===== src/rtl/mem_lsu_pkg.sv =====
// Shared widths, aluop codes, FSM states and bus payload for the bittyCore memory stage.
package mem_lsu_pkg;

  localparam int unsigned REG_W      = 32;
  localparam int unsigned REG_ADDR_W = 5;
  localparam int unsigned ALUOP_W    = 8;
  localparam int unsigned DADDR_W    = 32;
  localparam int unsigned BE_W       = 4;

  localparam logic [ALUOP_W-1:0] OP_NOP = 8'h00;
  localparam logic [ALUOP_W-1:0] OP_ADD = 8'h20;
  localparam logic [ALUOP_W-1:0] OP_LB  = 8'h80;
  localparam logic [ALUOP_W-1:0] OP_LH  = 8'h81;
  localparam logic [ALUOP_W-1:0] OP_LW  = 8'h82;
  localparam logic [ALUOP_W-1:0] OP_LBU = 8'h84;
  localparam logic [ALUOP_W-1:0] OP_LHU = 8'h85;
  localparam logic [ALUOP_W-1:0] OP_SB  = 8'h88;
  localparam logic [ALUOP_W-1:0] OP_SH  = 8'h89;
  localparam logic [ALUOP_W-1:0] OP_SW  = 8'h8B;

  typedef enum logic [1:0] {
    LSU_IDLE     = 2'd0,
    LSU_WAIT_GNT = 2'd1,
    LSU_WAIT_RSP = 2'd2
  } lsu_state_e;

  typedef struct packed {
    logic               we;
    logic [DADDR_W-1:0] addr;
    logic [BE_W-1:0]    be;
    logic [REG_W-1:0]   wdata;
  } lsu_bus_t;

  function automatic logic is_load(input logic [ALUOP_W-1:0] op);
    return op inside {OP_LB, OP_LH, OP_LW, OP_LBU, OP_LHU};
  endfunction

  function automatic logic is_store(input logic [ALUOP_W-1:0] op);
    return op inside {OP_SB, OP_SH, OP_SW};
  endfunction

  function automatic logic is_half(input logic [ALUOP_W-1:0] op);
    return op inside {OP_LH, OP_LHU, OP_SH};
  endfunction

  function automatic logic is_word(input logic [ALUOP_W-1:0] op);
    return op inside {OP_LW, OP_SW};
  endfunction

  function automatic logic misaligned(input logic [ALUOP_W-1:0] op,
                                      input logic [DADDR_W-1:0] addr);
    return (is_half(op) && addr[0]) || (is_word(op) && (addr[1:0] != 2'b00));
  endfunction

  // Drop the low address bits that a half/word access cannot honour.
  function automatic logic [DADDR_W-1:0] force_align(input logic [ALUOP_W-1:0] op,
                                                     input logic [DADDR_W-1:0] addr);
    if (is_word(op)) return {addr[DADDR_W-1:2], 2'b00};
    if (is_half(op)) return {addr[DADDR_W-1:1], 1'b0};
    return addr;
  endfunction

endpackage


===== src/rtl/mem_lsu_align.sv =====
// Combinational lane steering: store replication/byte enables and load extraction/extension.
module mem_align
  import mem_lsu_pkg::*;
(
  input  logic [ALUOP_W-1:0] aluop,
  input  logic [DADDR_W-1:0] addr,
  input  logic [REG_W-1:0]   st_data,
  input  logic [ALUOP_W-1:0] ld_op,
  input  logic [1:0]         ld_off,
  input  logic [REG_W-1:0]   rdata,
  output lsu_bus_t           bus_c,
  output logic [REG_W-1:0]   ld_data_c
);

  logic [7:0]  ld_byte;
  logic [15:0] ld_half;

  always_comb begin
    bus_c       = '0;
    bus_c.we    = is_store(aluop);
    bus_c.addr  = {addr[DADDR_W-1:2], 2'b00};
    bus_c.be    = 4'b1111;
    bus_c.wdata = st_data;
    if (aluop inside {OP_LB, OP_LBU, OP_SB}) begin
      bus_c.be    = 4'b0001 << addr[1:0];
      bus_c.wdata = {4{st_data[7:0]}};
    end else if (is_half(aluop)) begin
      bus_c.be    = 4'b0011 << {addr[1], 1'b0};
      bus_c.wdata = {2{st_data[15:0]}};
    end
  end

  always_comb begin
    ld_byte   = rdata[8*ld_off +: 8];
    ld_half   = ld_off[1] ? rdata[31:16] : rdata[15:0];
    ld_data_c = rdata;
    case (ld_op)
      OP_LB:   ld_data_c = {{24{ld_byte[7]}}, ld_byte};
      OP_LBU:  ld_data_c = {24'h0, ld_byte};
      OP_LH:   ld_data_c = {{16{ld_half[15]}}, ld_half};
      OP_LHU:  ld_data_c = {16'h0, ld_half};
      default: ld_data_c = rdata;
    endcase
  end

endmodule


===== src/rtl/mem_lsu.sv =====
// bittyCore memory stage: req/gnt/rvalid bus FSM, pipeline stall and MEM/WB register.
// Optional misaligned-access trap enabled by defining MEM_MISALIGN_CHK_EN.
module mem_lsu
  import mem_lsu_pkg::*;
(
  input  logic                  clk,
  input  logic                  rst,
  input  logic [REG_ADDR_W-1:0] wd_i,
  input  logic                  wreg_i,
  input  logic [REG_W-1:0]      wdata_i,
  input  logic [ALUOP_W-1:0]    aluop_i,
  input  logic [DADDR_W-1:0]    mem_addr_i,
  input  logic [REG_W-1:0]      reg2_i,
  output logic                  mem_req_o,
  output logic                  mem_we_o,
  output logic [31:0]           mem_addr_o,
  output logic [3:0]            mem_be_o,
  output logic [31:0]           mem_wdata_o,
  input  logic                  mem_gnt_i,
  input  logic                  mem_rvalid_i,
  input  logic [31:0]           mem_rdata_i,
  output logic                  stall_req_o,
  output logic [REG_ADDR_W-1:0] wd_o,
  output logic                  wreg_o,
  output logic [REG_W-1:0]      wdata_o,
  output logic                  misalign_o,
  output logic [31:0]           misalign_addr_o
);

  lsu_state_e            state, state_nxt;
  logic                  load_op, store_op, mem_op, bad_c, issue_c;
  logic [DADDR_W-1:0]    addr_c;
  logic [ALUOP_W-1:0]    ld_op_q;
  logic [1:0]            ld_off_q;
  lsu_bus_t              bus_c;
  logic [REG_W-1:0]      ld_data_c;
  logic [REG_ADDR_W-1:0] wd_nxt;
  logic                  wreg_nxt;
  logic [REG_W-1:0]      wdata_nxt;

  assign load_op  = is_load(aluop_i);
  assign store_op = is_store(aluop_i);
  assign mem_op   = load_op | store_op;
  assign addr_c   = force_align(aluop_i, mem_addr_i);
  // Request is gated by reset so it drops the instant reset asserts.
  assign issue_c  = rst && mem_op && !bad_c &&
                    (state == LSU_IDLE || state == LSU_WAIT_GNT);

  mem_align u_align (
    .aluop     (aluop_i),
    .addr      (addr_c),
    .st_data   (reg2_i),
    .ld_op     (ld_op_q),
    .ld_off    (ld_off_q),
    .rdata     (mem_rdata_i),
    .bus_c     (bus_c),
    .ld_data_c (ld_data_c)
  );

  always_ff @(posedge clk or negedge rst) begin
    if (!rst) state <= LSU_IDLE;
    else      state <= state_nxt;
  end

  always_comb begin
    state_nxt = state;
    case (state)
      LSU_IDLE, LSU_WAIT_GNT: begin
        if (!issue_c)        state_nxt = LSU_IDLE;
        else if (!mem_gnt_i) state_nxt = LSU_WAIT_GNT;
        else if (load_op)    state_nxt = LSU_WAIT_RSP;
        else                 state_nxt = LSU_IDLE;
      end
      LSU_WAIT_RSP: if (mem_rvalid_i) state_nxt = LSU_IDLE;
      default:      state_nxt = LSU_IDLE;
    endcase
  end

  always_comb begin
    mem_req_o   = issue_c;
    mem_we_o    = issue_c & bus_c.we;
    mem_addr_o  = issue_c ? bus_c.addr  : '0;
    mem_be_o    = issue_c ? bus_c.be    : '0;
    mem_wdata_o = issue_c ? bus_c.wdata : '0;
    stall_req_o = (issue_c && !(store_op && mem_gnt_i)) ||
                  (state == LSU_WAIT_RSP && !mem_rvalid_i);
    // Bubble by default; covers stalls, store completion and misaligned traps.
    wd_nxt    = '0;
    wreg_nxt  = 1'b0;
    wdata_nxt = '0;
    if (state == LSU_IDLE && !mem_op) begin
      wd_nxt    = wd_i;
      wreg_nxt  = wreg_i;
      wdata_nxt = wdata_i;
    end else if (state == LSU_WAIT_RSP && mem_rvalid_i) begin
      wd_nxt    = wd_i;
      wreg_nxt  = wreg_i;
      wdata_nxt = ld_data_c;
    end
  end

  always_ff @(posedge clk or negedge rst) begin
    if (!rst) begin
      wd_o     <= '0;
      wreg_o   <= 1'b0;
      wdata_o  <= '0;
      ld_op_q  <= OP_NOP;
      ld_off_q <= 2'b00;
    end else begin
      wd_o    <= wd_nxt;
      wreg_o  <= wreg_nxt;
      wdata_o <= wdata_nxt;
      if (issue_c && mem_gnt_i && load_op) begin
        ld_op_q  <= aluop_i;
        ld_off_q <= addr_c[1:0];
      end
    end
  end

`ifdef MEM_MISALIGN_CHK_EN
  logic mis_nxt;

  assign bad_c   = misaligned(aluop_i, mem_addr_i);
  assign mis_nxt = mem_op && bad_c && state != LSU_WAIT_RSP;

  always_ff @(posedge clk or negedge rst) begin
    if (!rst) begin
      misalign_o      <= 1'b0;
      misalign_addr_o <= '0;
    end else begin
      misalign_o      <= mis_nxt;
      misalign_addr_o <= mis_nxt ? mem_addr_i : 32'h0;
    end
  end
`else
  assign bad_c           = 1'b0;
  assign misalign_o      = 1'b0;
  assign misalign_addr_o = '0;
`endif

endmodule

===== config.mk =====
export PLATFORM = sky130hd
export DESIGN_NAME = mem_lsu
export DESIGN_NICKNAME = d
export VERILOG_FILES = /design/src/rtl/mem_lsu_pkg.sv /design/src/rtl/mem_lsu_align.sv /design/src/rtl/mem_lsu.sv
export SDC_FILE = /design/constraint.sdc
export NUM_CORES = 1
export LEC_CHECK = 0
export BUFFER_PORTS_ARGS = -buffer_cell sky130_fd_sc_hd__buf_2
export CAP_MARGIN = 20
export CORE_MARGIN = 5
export CORE_UTILIZATION = 46
export CTS_CLUSTER_SIZE = 12
export DETAILED_ROUTE_END_ITERATION = 6
export HOLD_SLACK_MARGIN = 0.1
export PLACE_DENSITY = 0.83
export SYNTH_ARGS = -nofsm -noshare
export SYNTH_HDL_FRONTEND = slang
export SYNTH_HIERARCHICAL = 1
export SYNTH_SLANG_ARGS = --single-unit

===== constraint.sdc =====
create_clock -name clk -period 2.5 [get_ports clk]
set_input_delay 0.25 -clock clk [delete_from_list [all_inputs] [get_ports clk]]
set_output_delay 0.25 -clock clk [all_outputs]
set_load 0.01 [all_outputs]

==> results of run 1 <==
area by class of cell:
class                           count  area, um2
Multi-Input combinational cell    381       3090
Sequential cell                    50       1250
Inverter                            6       22.5
Clock buffer                        6       82.6
Clock inverter                      2       12.5
Tap cell                          140        175
Fill cell                         994       4720
Timing Repair Buffer              273       1480
Yosys cell counts, drive strengths merged, types with 2 or more instances:
cell and count:
mux2i 11, a21o 20, a32oi 32, a211o 2, a2111oi 2, nor3b 69, a21oi 15, buf 97
or4b 2, inv 6, nand3b 2, a211oi 2, dfrtp 50, and2 4, nor2 9, nand2b 5
mux2 22, o21ai 50, a2bb2oi 6, nor2b 2, and3b 2, a22o 6, clkbuf 27, o21bai 2
conb 2, nor4b 3, a22oi 2, a221o 7, o21a 2, nand2 50, o2bb2ai 6
report_power, final:
part / switching [mW] / internal, mW
Combinational: 0.483 / 0.384
Clock: 0.278 / 0.223
Sequential: 0.0296 / 0.871
Total: 0.790 / 1.48
sequential cells by signal (all words and copies together), names as in the netlist:
| register | flops |
|---|---|
| ld_off_q | 2 |
| ld_op_q | 8 |
| wd_o | 5 |
| wreg_o | 1 |
| state | 2 |
| wdata_o | 32 |
worst reg2reg max path, delay by kind of cell, from the launching register on:
family,cells,cell delay [ns]
buf+inv,1,0.27
compound gates,4,0.86
flops,1,0.42
simple gates,2,0.67
worst max path at each step:
stage / from / end / slack (ns) / depth (start not counted)
6_report: aluop_i[6] / mem_wdata_o[9] / 0.13 / 7
5_1_grt: aluop_i[6] / mem_wdata_o[9] / 0.07 / 7
4_1_cts: aluop_i[6] / mem_wdata_o[9] / 0.13 / 7
3_5_place_dp: aluop_i[6] / mem_wdata_o[9] / 0.13 / 7
3_3_place_gp: aluop_i[6] / mem_wdata_o[14] / 0.15 / 7
2_1_floorplan: aluop_i[6] / mem_wdata_o[24] / 0.52 / 6
layer usage:
metal,wire length (um),up-vias,track usage [%],share of wire [%]
met4,360,0,6.81,2.3
met5,0,-,0,0
li1,-,2199,-,-
met1,5850,2193,27.3,38
met2,7700,241,36.9,50
met3,1640,23,6.74,11
cells by family (layout without fill, tap and decap cells):
| group | count (synthesis) | in the layout | share of synthesized area [%] |
|---|---|---|---|
| AOI/OAI and AO/OA | 157 | 157 | 23.2 |
| DFF | 50 | 50 | 24.6 |
| buffers and inverters | 130 | 287 | 17.2 |
| xor gates and xnor gates | 1 | 1 | 0.173 |
| and+or+nand+nor | 155 | 155 | 26.7 |
| other | 2 | 35 | 0.148 |
| muxes | 33 | 33 | 7.86 |
through the flow:
step	power [mW]	cell area (um2)	std cells	worst slack, ns
3_3_place_gp	1.76	6020	850	0.147
6_report	2.27	6120	858	0.126
5_1_grt	2.39	6120	858	0.0748
2_1_floorplan	1.51	5200	561	0.521
3_5_place_dp	1.78	6020	850	0.130
4_1_cts	2.28	6120	858	0.126
==> qor.yml, run 1 <==
finish:
  fin_util_pct: 56.4
  synthToLayoutAreaGrowth_pct: 20.5
  diodes: 0
  final_common_cell: "buf_2"
  drive_gt1_share_pct: 55.0
  finalNetCount: 863
  final_cell_mix: "buf_2 (252), nor3b_2 (69), nand2_1 (50), dfrtp_1 (50), o21ai_0 (41)"
drt:
  wl_per_cell_um: 18.1
  drc: 0
  first_iter_violations: 549
  wl_um: 15500
  drt_first_pass_iters: 5
  via_per_inst: 5.43
  num_vias: 4656
  ant_nets: 0
hold_path:
  min_path_type: "input port to async pin"
cts:
  clk_pin_slew_ns: 0.10
  htreeDepth: 2
  clock-root-buffer: "clkbuf_8"
  clock_sinks: 50
  cts_max_path_buffers: 2
  cts_tree: "yes"
  postCtsHoldBufs: 0
  numCtsBuffers: 5
  post-cts-setup-buffer-count: 0
  insertion_delay_ns: 0.31
  cts_resized: 0
timing:
  skew_ns: 0.00937
  slew_headroom_pct: 57.7
  hold_slack_ns: 0.126
  report.final.slew_viol_count: 0
  period_minus_slack_ns: 2.37
  tns_ns: 0
  setup_violations: 0
  fmax_mhz: 421
  rsz0062_at_grt: "false"
  final-hold-violation-count: 0
  min_period_over_period_pct: 94.9
  max_slew.worst_pin.slew_ns: 0.635
synthesis:
  synthFlopType: "dfrtp_1"
  ys_seq_area_share_pct: 24.6
  synth_area_leaders: "dfrtp_1 (25%), nor3b_2 (17%), buf_4 (11%), a32oi_1 (5.5%), o21ai_0 (4.1%)"
  yosysWarnings: 6
  ys_types: 51
  yosys.area.top_type_share_pct: 24.6
  syn_area_mm2: 0.00508
  async_flop_share_pct: 100
  syn_avg_cell_area_um2: 9.62
  netlist_instances: 528
  synth_seq_cells: 50
  synth_edf_count: 0
  yosysTopAreaCell: "dfrtp_1"
critical_path:
  worstPathArrival_ns: 2.12
  cp_cell_sequence: "buf_2 -> or4b_4 -> a211o_4 -> nor2_8 -> mux2_2 -> nor3b_2 -> buf_2"
  critPathMostFrequentCell: "buf_2"
  cp_max_fo: 12
  critical_path_buf_inv_count: 2
  cp-end-kind: "output pin"
  r2r_cells: 7
  cp_top_family: "simple AND/OR/NAND/NOR gates"
  cpPeakStageDelay_ns: 0.54
  rr_endpoint: "wdata_o[3]$_DFF_PN0_"
  startpoint_type: "input port"
  crit-reg2reg-launch: "ld_op_q[1]$_DFFE_PN0P_"
  cp.required_ns: 2.25
  path_class: "input port to output pin"
  cp_slowest_cell: "or4b_4"
  r2r_setup_slack_ns: 0.19
placement:
  place_congestion: 0.944
  port_buffers: 252
  dpl.hpwl_um: 12400
global_route:
  grt-ovfl-total: 0
  grt_pass1_wl_um: 23400
  antenna_found_initial: 0
  grt_start_max_net_pins: 51
  grt_pass1_vias: 4338
  gr-usage-all-layers_pct: 22.1
power:
  power.leakage_nw: 3.14
  peakVddDrop_v: 0.000256
  power_density_mw_per_mm2: 371
die:
  die_y_um: 115
  start_util_pct: 46.8
  die-area_mm2: 0.0132
  die_x_um: 115
  num_io_pins: 288
  std_cell_rows: 38
  coreArea_mm2: 0.0108
run_status:
  status: "complete, no violations"
run:
  maxCapViolCount: 0
(Power assumes the default switching activity.)
==> run 2: changes to the inputs <==
ABC_AREA = 1   (was unset)
CORE_UTILIZATION = 45   (was 46)
PLACE_DENSITY = 0.82   (was 0.83)
==> qor.yml, run 2 <==
run_status:
  status: "complete, no violations"
cts:
  cts_resized: 0
  clk_pin_slew_ns: 0.09
  post-cts-setup-buffer-count: 0
  clock-root-buffer: "clkbuf_8"
  cts_max_path_buffers: 2
  clock_sinks: 50
  htreeDepth: 2
  numCtsBuffers: 5
  cts_tree: "yes"
  postCtsHoldBufs: 0
  insertion_delay_ns: 0.30
power:
  power.leakage_nw: 3.88
  power_density_mw_per_mm2: 350
  peakVddDrop_v: 0.000227
synthesis:
  async_flop_share_pct: 100
  syn_area_mm2: 0.00497
  yosysTopAreaCell: "dfrtp_1"
  synth_area_leaders: "dfrtp_1 (25%), nand2_1 (20%), buf_4 (12%), inv_1 (8.1%), nor2_2 (7.8%)"
  ys_seq_area_share_pct: 25.2
  syn_avg_cell_area_um2: 6.51
  netlist_instances: 764
  netlist_top_cells_count: "nand2_1 (268), inv_1 (107), buf_4 (78)"
  yosysWarnings: 6
  yosys.area.top_type_share_pct: 25.2
  synthFlopType: "dfrtp_1"
  ys_types: 31
  yosysMostFrequentCell: "nand2_1"
  synth_edf_count: 0
  synth_seq_cells: 50
die:
  num_io_pins: 288
  die-area_mm2: 0.0133
  die_y_um: 115
  die_x_um: 115
  coreArea_mm2: 0.0108
  start_util_pct: 45.9
  std_cell_rows: 38
global_route:
  grt-ovfl-total: 0
  grt_start_max_net_pins: 51
  grt_pass1_wl_um: 24000
  antenna_found_initial: 2
  gr-usage-all-layers_pct: 22.5
  grt_pass1_vias: 4894
finish:
  drive_gt1_share_pct: 39.5
  top_regs: "wdata_o: 32 flops, ld_op_q: 8 flops, wd_o: 5 flops"
  stdcell_area_mm2: 0.00594
  regMostFlops: "wdata_o"
  synthToLayoutAreaGrowth_pct: 19.4
  final_common_cell: "nand2_1"
  fillerInstances: 1047
  finalNetCount: 1104
  largest_reg_flops: 32
  final_cell_mix: "nand2_1 (268), buf_2 (252), inv_1 (107), nor2_2 (63), dfrtp_1 (50)"
drt:
  num_vias: 5146
  first_iter_violations: 506
  drc: 0
  ant_nets: 0
  wl_um: 15700
  via_per_inst: 4.67
  drt_first_pass_iters: 5
  wl_per_cell_um: 14.2
critical_path:
  worstPathArrival_ns: 2.22
  r2r_cells: 7
  path_class: "flop to flop"
  critPathMostFrequentCell: "nand2_1"
  cp_slowest_cell: "dfrtp_1"
  cp-end-kind: "flop"
  cpPeakStageDelay_ns: 0.50
  startpoint_type: "flop"
  cp_max_fo: 24
  cp.required_ns: 2.74
  cp_cell_sequence: "inv_2 -> nor2_1 -> o21bai_2 -> nand3_2 -> nand3_1 -> nand2_1 -> nand2_1"
placement:
  place_congestion: 0.936
  placed_area_mm2: 0.00584
  port_buffers: 252
  dp_slack_ns: 0.586
  dpl.hpwl_um: 12700
timing:
  slew_headroom_pct: 57.2
  setup_violations: 0
  max_slew.worst_pin.slew_ns: 0.643
  report.final.slew_viol_count: 0
  final-hold-violation-count: 0
  skew_ns: 0.00847
  min_period_over_period_pct: 79.3
  tns_ns: 0
  rsz0062_at_grt: "false"
  fmax_mhz: 504
  period_minus_slack_ns: 1.98
  worst_slack_ns: 0.517
hold_path:
  min_path_type: "input port to async pin"
run:
  maxCapViolCount: 0
## run 2: cell types whose count changed after synthesis, moves of 32 or more
cell / before / now
a32oi_1: 32 / 0
nor2_2: 0 / 62
nand2_1: 50 / 268
inv_1: 6 / 107
o21ai_0: 42 / 2
nand4_1: 0 / 45
nor3b_2: 69 / 0
nand3_1: 0 / 44
## run 2: cell families (layout without fill, tap and decap cells)
kind of cell	count (synthesis)	count (layout)	synth area share, %
simple gates	479	479	48.3
other cells	2	37	0.151
compound gates	12	12	1.71
flops	50	50	25.2
buf+inv	221	383	24.6
## run 2: critical path: cells and delay by family, from the launching register on
kind | cells | cell delay [ns]
flip-flops | 1 | 0.50
AND/OR/NAND/NOR | 5 | 0.99
buffers and inverters | 1 | 0.25
AO/OA/AOI/OAI | 1 | 0.15
## run 2: per-stage QoR
step	cells	total power, mW	util (%)	hold WS (ns)
after floorplan	797	1.41	-	-0.0456
after global placement	1091	1.59	53.8	0.433
after detailed placement	1091	1.60	53.8	0.441
after CTS	1099	2.09	54.7	0.108
after global routing	1101	2.21	54.8	0.127
final	1101	2.08	54.8	0.0780
## run 2: path summary, 6_finish.rpt
kind	startpoint	end	slack (ns)
worst max-delay path	ld_off_q[1]$_DFFE_PN0P_	wdata_o[17]$_DFF_PN0_	0.52
worst min-delay path	rst	ld_op_q[3]$_DFFE_PN0P_	0.08
worst max register to register	ld_off_q[1]$_DFFE_PN0P_	wdata_o[17]$_DFF_PN0_	0.52
worst min register to register	ld_op_q[5]$_DFFE_PN0P_	ld_op_q[5]$_DFFE_PN0P_	0.48
max in group asynchronous	rst	wdata_o[17]$_DFF_PN0_	1.98
min in group clk	wreg_i	wreg_o$_DFF_PN0_	0.16
## run 2: final cells by class
type / instances / area, um2 / share of cell area (%)
Antenna cell: 2 / 5.00 / 0.0843
Clock buffer: 6 / 82.6 / 1.39
Clock inverter: 2 / 12.5 / 0.211
Inverter: 111 / 417 / 7.02
Multi-Input combinational cell: 526 / 2630 / 44.3
Sequential cell: 50 / 1250 / 21.1
Tap cell: 140 / 175 / 2.95
Timing Repair Buffer: 264 / 1360 / 23.0
## run 2: report_power, final
group          total [mW]  internal (mW)  switching (mW)
clock               0.491          0.223           0.269
combinational       0.704          0.264           0.440
sequential          0.884          0.858          0.0270
## run 2: routing by layer
| metal | up-vias | routed length (um) | track usage [%] |
|---|---|---|---|
| met5 | - | 0 | 0 |
| met4 | 0 | 310 | 7.20 |
| met3 | 23 | 1590 | 5.74 |
| met2 | 250 | 7760 | 39.0 |
| met1 | 2265 | 6020 | 27.2 |
| li1 | 2608 | - | - |
